==> config.mk <==
export PLATFORM = sky130hd
export DESIGN_NAME = key_progress_flat
export DESIGN_NICKNAME = d
export VERILOG_FILES = /design/src/rtl/key_progress_pkg.sv /design/src/rtl/key_progress_if.sv /design/src/rtl/key_progress_click_sync.sv /design/src/rtl/key_progress.sv /design/src/flat_wrapper.sv
export SDC_FILE = /design/constraint.sdc
export NUM_CORES = 1
export LEC_CHECK = 0
export ABC_AREA = 1
export ABC_CLOCK_PERIOD_IN_PS = 8300
export CORE_ASPECT_RATIO = 1.4
export CORE_MARGIN = 1.5
export CORE_UTILIZATION = 45
export DETAILED_ROUTE_END_ITERATION = 12
export PLACE_DENSITY_LB_ADDON = 0.15
export SLEW_MARGIN = 5
export SYNTH_ARGS = -nofsm -noshare
export SYNTH_HDL_FRONTEND = slang
export SYNTH_HIERARCHICAL = 1
export SYNTH_SLANG_ARGS = --single-unit
export TNS_END_PERCENT = 5
==> constraint.sdc <==
create_clock -name clk -period 8.3 [get_ports clk]
set_clock_uncertainty 0.2 [all_clocks]
set_input_delay 1.245 -clock clk [delete_from_list [all_inputs] [get_ports clk]]
set_output_delay 1.245 -clock clk [all_outputs]
set_load 0.01 [all_outputs]
==> src/rtl/key_progress_pkg.sv <==
// Shared game-state encodings and click hit windows, used by key_progress and the object drawer.
package key_progress_pkg;

  typedef enum logic [3:0] {
    TITLE    = 4'd0,
    STAFF    = 4'd1,
    STAGE1   = 4'd2,
    SUCCESS1 = 4'd3,
    STAGE2   = 4'd4,
    SUCCESS2 = 4'd5,
    STAGE3   = 4'd6,
    SUCCESS3 = 4'd7,
    FAIL     = 4'd8
  } game_state_e;

  typedef enum logic [1:0] {
    IDLE  = 2'd0,
    ARMED = 2'd1,
    COOL  = 2'd2,
    DONE  = 2'd3
  } kp_state_e;

  // Inclusive low bound, exclusive high bound, 320x240 coordinate space.
  typedef struct packed {
    logic [8:0] x_lo;
    logic [8:0] x_hi;
    logic [8:0] y_lo;
    logic [8:0] y_hi;
  } win_t;

  localparam win_t KEY1_WIN   = '{x_lo: 9'd65,  x_hi: 9'd85,  y_lo: 9'd35,  y_hi: 9'd55};
  localparam win_t KEY2_WIN   = '{x_lo: 9'd230, x_hi: 9'd250, y_lo: 9'd35,  y_hi: 9'd55};
  localparam win_t KEY3_WIN   = '{x_lo: 9'd230, x_hi: 9'd250, y_lo: 9'd205, y_hi: 9'd225};
  localparam win_t SWITCH_WIN = '{x_lo: 9'd180, x_hi: 9'd200, y_lo: 9'd135, y_hi: 9'd155};

  function automatic logic in_win(input logic [8:0] x, input logic [8:0] y, input win_t w);
    return (x >= w.x_lo) && (x < w.x_hi) && (y >= w.y_lo) && (y < w.y_hi);
  endfunction

  // Window of the next key to find; index 3 has no key and maps to an empty window.
  function automatic win_t key_win(input logic [1:0] idx);
    case (idx)
      2'd0:    return KEY1_WIN;
      2'd1:    return KEY2_WIN;
      2'd2:    return KEY3_WIN;
      default: return '{x_lo: 9'd0, x_hi: 9'd0, y_lo: 9'd0, y_hi: 9'd0};
    endcase
  endfunction

  function automatic logic is_stage(input logic [3:0] s);
    return (s == STAGE1) || (s == STAGE2) || (s == STAGE3);
  endfunction

endpackage

==> src/rtl/key_progress_if.sv <==
// Game-state / click inputs and key-progress outputs exchanged with key_progress.
interface key_progress_if;
  logic [3:0] state;
  logic       click;
  logic [8:0] click_x;
  logic [8:0] click_y;
  logic [1:0] key_find;
  logic       isDark;
  logic       stage_clear;

  modport master (output state, click, click_x, click_y,
                  input  key_find, isDark, stage_clear);
  modport slave  (input  state, click, click_x, click_y,
                  output key_find, isDark, stage_clear);
endinterface

==> src/rtl/key_progress_click_sync.sv <==
// Two-flop synchroniser for the raw click level plus a rising-edge detector.
module click_sync (
  input  logic clk,
  input  logic rst,
  input  logic click,
  output logic rise
);

  logic s1, s2, s3;

  always_ff @(posedge clk or posedge rst) begin
    if (rst) begin
      s1 <= 1'b0;
      s2 <= 1'b0;
      s3 <= 1'b0;
    end else begin
      s1 <= click;
      s2 <= s1;
      s3 <= s2;
    end
  end

  assign rise = s2 & ~s3;

endmodule

==> src/rtl/key_progress.sv <==
// Tracks keys found and the room light per stage from clicks, with a post-hit cooldown.
module key_progress
  import key_progress_pkg::*;
#(
  parameter int COOLDOWN = 25_000_000
) (
  input  logic           clk,
  input  logic           rst,
  key_progress_if.slave  bus
);

  localparam int                CNT_W    = $clog2(COOLDOWN + 1);
  localparam logic [CNT_W-1:0] CNT_LOAD = CNT_W'(COOLDOWN - 1);

  logic rise;

  click_sync u_click_sync (
    .clk   (clk),
    .rst   (rst),
    .click (bus.click),
    .rise  (rise)
  );

  // Stage p0: click edge and coordinates captured together
  logic       vld_p0;
  logic [8:0] x_p0, y_p0;
  logic [3:0] prev_state;

  always_ff @(posedge clk or posedge rst) begin
    if (rst) begin
      vld_p0     <= 1'b0;
      x_p0       <= '0;
      y_p0       <= '0;
      prev_state <= TITLE;
    end else begin
      vld_p0     <= rise;
      prev_state <= bus.state;
      if (rise) begin
        x_p0 <= bus.click_x;
        y_p0 <= bus.click_y;
      end
    end
  end

  kp_state_e        fsm, fsm_nxt;
  logic [1:0]       key_q, key_nxt;
  logic             dark_q, dark_nxt;
  logic             clr_q, clr_nxt;
  logic [CNT_W-1:0] cnt, cnt_nxt;

  logic changed, in_stage, stage2, key_ok, sw_ok;

  assign changed  = (bus.state != prev_state);
  assign in_stage = is_stage(bus.state);
  assign stage2   = (bus.state == STAGE2);
  // Key hit outranks the switch; in STAGE2 keys are only visible in the dark.
  assign key_ok   = vld_p0 && (key_q != 2'd3) && in_win(x_p0, y_p0, key_win(key_q))
                    && (!stage2 || dark_q);
  assign sw_ok    = vld_p0 && stage2 && in_win(x_p0, y_p0, SWITCH_WIN);

  // Stage p1: registered FSM and outputs
  always_ff @(posedge clk or posedge rst) begin
    if (rst) begin
      fsm    <= IDLE;
      key_q  <= '0;
      dark_q <= 1'b0;
      clr_q  <= 1'b0;
      cnt    <= '0;
    end else begin
      fsm    <= fsm_nxt;
      key_q  <= key_nxt;
      dark_q <= dark_nxt;
      clr_q  <= clr_nxt;
      cnt    <= cnt_nxt;
    end
  end

  always_comb begin
    fsm_nxt = fsm;
    if (changed) begin
      fsm_nxt = in_stage ? ARMED : IDLE;
    end else if (!in_stage) begin
      fsm_nxt = IDLE;
    end else begin
      case (fsm)
        IDLE:  fsm_nxt = ARMED;
        ARMED: begin
          if (key_ok)     fsm_nxt = (key_q == 2'd2) ? DONE : COOL;
          else if (sw_ok) fsm_nxt = COOL;
        end
        COOL:  if (cnt == '0) fsm_nxt = ARMED;
        DONE:  fsm_nxt = DONE;
        default: fsm_nxt = IDLE;
      endcase
    end
  end

  always_comb begin
    key_nxt  = key_q;
    dark_nxt = dark_q;
    clr_nxt  = 1'b0;
    cnt_nxt  = cnt;
    if (changed || !in_stage) begin
      key_nxt  = '0;
      dark_nxt = 1'b0;
      cnt_nxt  = '0;
    end else begin
      case (fsm)
        ARMED: begin
          if (key_ok) begin
            key_nxt = key_q + 2'd1;
            clr_nxt = (key_q == 2'd2);
            cnt_nxt = CNT_LOAD;
          end else if (sw_ok) begin
            dark_nxt = ~dark_q;
            cnt_nxt  = CNT_LOAD;
          end
        end
        COOL:    if (cnt != '0) cnt_nxt = cnt - CNT_W'(1);
        default: ;
      endcase
    end
  end

  assign bus.key_find    = key_q;
  assign bus.isDark      = dark_q;
  assign bus.stage_clear = clr_q;

endmodule
==> src/flat_wrapper.sv <==
// flat-port wrapper written by rule: the top's interface ports become plain ports
module key_progress_flat import key_progress_pkg::*;
#(
  parameter int COOLDOWN = 25_000_000
)
  (clk, rst, bus_state, bus_click, bus_click_x, bus_click_y, bus_key_find, bus_isDark, bus_stage_clear);
  key_progress_if bus_i ();
  input  logic clk;
  input  logic rst;
  input wire logic [$bits(bus_i.state)-1:0] bus_state;
  input wire logic [$bits(bus_i.click)-1:0] bus_click;
  input wire logic [$bits(bus_i.click_x)-1:0] bus_click_x;
  input wire logic [$bits(bus_i.click_y)-1:0] bus_click_y;
  output wire logic [$bits(bus_i.key_find)-1:0] bus_key_find;
  output wire logic [$bits(bus_i.isDark)-1:0] bus_isDark;
  output wire logic [$bits(bus_i.stage_clear)-1:0] bus_stage_clear;
  assign bus_i.state = bus_state;
  assign bus_i.click = bus_click;
  assign bus_i.click_x = bus_click_x;
  assign bus_i.click_y = bus_click_y;
  assign bus_key_find = bus_i.key_find;
  assign bus_isDark = bus_i.isDark;
  assign bus_stage_clear = bus_i.stage_clear;
  key_progress #(.COOLDOWN(COOLDOWN)) u_core (.clk(clk), .rst(rst), .bus(bus_i));
endmodule
==> results.yml <==
die:
  initial_core_util: 0.4666
  die_area_um2: 9070
  pin_count: 29
  die_width_um: 80.92
  die_h_um: 112.1
  core_area_um2: 8198
  num_rows: 39
logic_synthesis:
  syn-num-nets: 560
  ys_ff_latch: 57
  synth.avg_cell_area_um2: 7.500
  synthCells: 510
  synth_area_um2: 3825
  ys_seq_area_frac: 0.3729
  yosysWarningCount: 6
  synth_cell_types: 36
power_and_ir_drop:
  pwr-share-seq: 0.370
  leakagePower_nw: 2.207
  p_sw_frac: 0.2565
  p_clk_frac: 0.492
  p_comb_frac: 0.138
  internal_power_mw: 0.6205
  power.density_nw_per_um2: 185.3
  ir_drop_mv: 0.1255
  power_mw: 0.8346
  switching_power_mw: 0.2141
timing:
  fmax_mhz: 291.8
  hold_viol_final: 0
  finalSetupViolCount: 0
  relSlewSlack: 0.5355
  min_period_ns: 3.427
  post-route-period-util: 0.4129
  slew_violations: 0
  rsz0062_at_grt: "no"
  tns_ns: 0
  worst_pin_slew_ns: 0.6967
routing:
  drc: 0
  postRouteAntennaNets: 0
  drt_iter0_drc: 132
  num_vias: 3291
  wl_per_cell_um: 13.22
  viasPerCell: 5.079
  routed_wl_um: 8569
  firstDrtPassIters: 4
global_routing:
  grt_max_degree: 55
  overflow: 0
  grt_pass1_wl_um: 14670
  grt_use_total: 0.2093
  first_global_vias: 3301
  antenna_found_initial: 0
finish:
  final_cell_mix: "nand2_1, nor2_1, inv_1"
  multi_input_area_um2: 2096
  layout.nets: 591
  regArea_um2: 1426
  mostFrequentLayoutCell: "nand2_1"
  num_antenna_cells: 0
  drive_gt1_frac: 0.1136
  syn_to_final_growth_pct: 17.76
  nFillCells: 793
  post-route-util: 0.5495
critical_path:
  cp_max_fo: 49
  worstSetupStartpoint: "bus_state[0]"
  reg2reg_from: "u_core/bus.key_find[0]"
  cp-start-kind: "primary input"
  cp-end-kind: "flop"
  cp.arrival_ns: 3.42
  path_class: "in -> reg"
  cp.required_ns: 8.29
clocking:
  cts_root_buf: "clkbuf_16"
  cts_tree: "done"
  clk_latency_ns: 0.33
  h-tree-depth: 3
  cts_resized: 0
  clock_sinks: 57
  path_clk_slew_ns: 0.05
  cts_hold_buf: 0
  post-cts-setup-buffers: 0
  cts-buffers-inserted: 9
  cts_buffer_depth: 2
hold_path:
  hp-class: "reg -> reg"
  hold_start: "u_core/u_click_sync/s1"
job:
  drv_cap: 0
place:
  hpwl_um: 6127
  place_congestion: 0.8512
  port_buffers: 28
outcome:
  status: "finished, final reports clean"
## cells in the mapped netlist, drive strengths merged
library cell	number	area share
buf	5	0.013
o31ai	2	0.0039
xor2	8	0.018
nand4	9	0.015
or2	2	0.0033
nand3	34	0.047
clkinv	1	0.00098
ha	25	0.082
clkbuf	5	0.0059
mux2	8	0.024
nand3b	1	0.0020
a31o	1	0.0023
nor4	1	0.0016
inv	60	0.059
nand2	139	0.15
a21oi	7	0.0092
a21boi	3	0.0059
o211ai	1	0.0020
nor2	75	0.087
xnor2	2	0.0046
nor3	7	0.0092
o21ai	57	0.083
dfrtp	57	0.37
## through the flow
step / hold slack [ns] / instance area, µm² / setup WS, ns / instances
after detailed placement: 0.1503 / 4174 / 4.467 / 632
after CTS: 0.1616 / 4504 / 4.831 / 648
final: 0.1557 / 4504 / 4.873 / 648
after global routing: 0.1694 / 4504 / 4.625 / 648
after floorplan: 0.1312 / 3825 / 5.540 / 510
after global placement: 0.1419 / 4174 / 4.563 / 632
## cells by family after synthesis
logic type	Yosys count	synth area share
AND/OR/NAND/NOR	268	0.3130
flip-flops	57	0.3729
AO/OA/AOI/OAI	71	0.1066
multiplexers	8	0.02355
adder cells (fa/ha/maj)	25	0.08178
XOR/XNOR	10	0.02290
buffers and inverters	71	0.07916
## sequential cells by signal, summed over array words and instances, names as in the netlist, 2 cells and up
| name | flops |
|---|---|
| u_core/bus.key_find | 2 |
| u_core/cnt | 25 |
| u_core/fsm | 2 |
| u_core/prev_state | 4 |
| u_core/x_p0 | 9 |
| u_core/y_p0 | 9 |
## final timing paths
kind,end,depth (start not counted),slack (ns)
hold reg to reg,u_core/u_click_sync/s2,0,0.16
setup / recovery,u_core/cnt[22],9,4.87
max in group asynchronous,u_core/fsm[0],3,6.19
min in group asynchronous,u_core/u_click_sync/s1,2,0.93
setup reg to reg,u_core/cnt[0],11,5.03
hold / removal,u_core/u_click_sync/s2,0,0.16
## worst max-delay path, cell delays in order
cell and delay, ns:
clkdlybuf4s50_1 0.46, nor2_1 0.26, o21ai_2 0.16, nor2_8 0.36, nand2_2 0.14, nor2_4 0.13
nand2_4 0.08, nand2_4 0.40, o21ai_0 0.18
## area by class of cell
type | count | area share
clock inverters | 5 | 0.01722
clock buffers | 11 | 0.05611
well taps | 102 | 0.02833
multi-input cells | 382 | 0.4653
repair buffers | 30 | 0.06556
flip-flops and latches | 57 | 0.3167
inverters | 61 | 0.05083
## per-layer routing
layer  vias to the layer above  share of wire  track usage
met3                        13          0.028      0.04878
met5                         -              0            0
met1                      1528           0.41       0.2288
met4                         0          0.016      0.07816
li1                       1706              -            -
met2                        44           0.54       0.3811
## power groups by stage
stage               clock [mW]  combinational, mW  sequential (mW)
finish                   0.410              0.115            0.309
global route             0.434              0.133            0.311
CTS                      0.419              0.117            0.309
detailed placement           0              0.116            0.313
global placement             0              0.112            0.313
floorplan                    0             0.0844            0.308
Power figures use the tool's default switching activity.
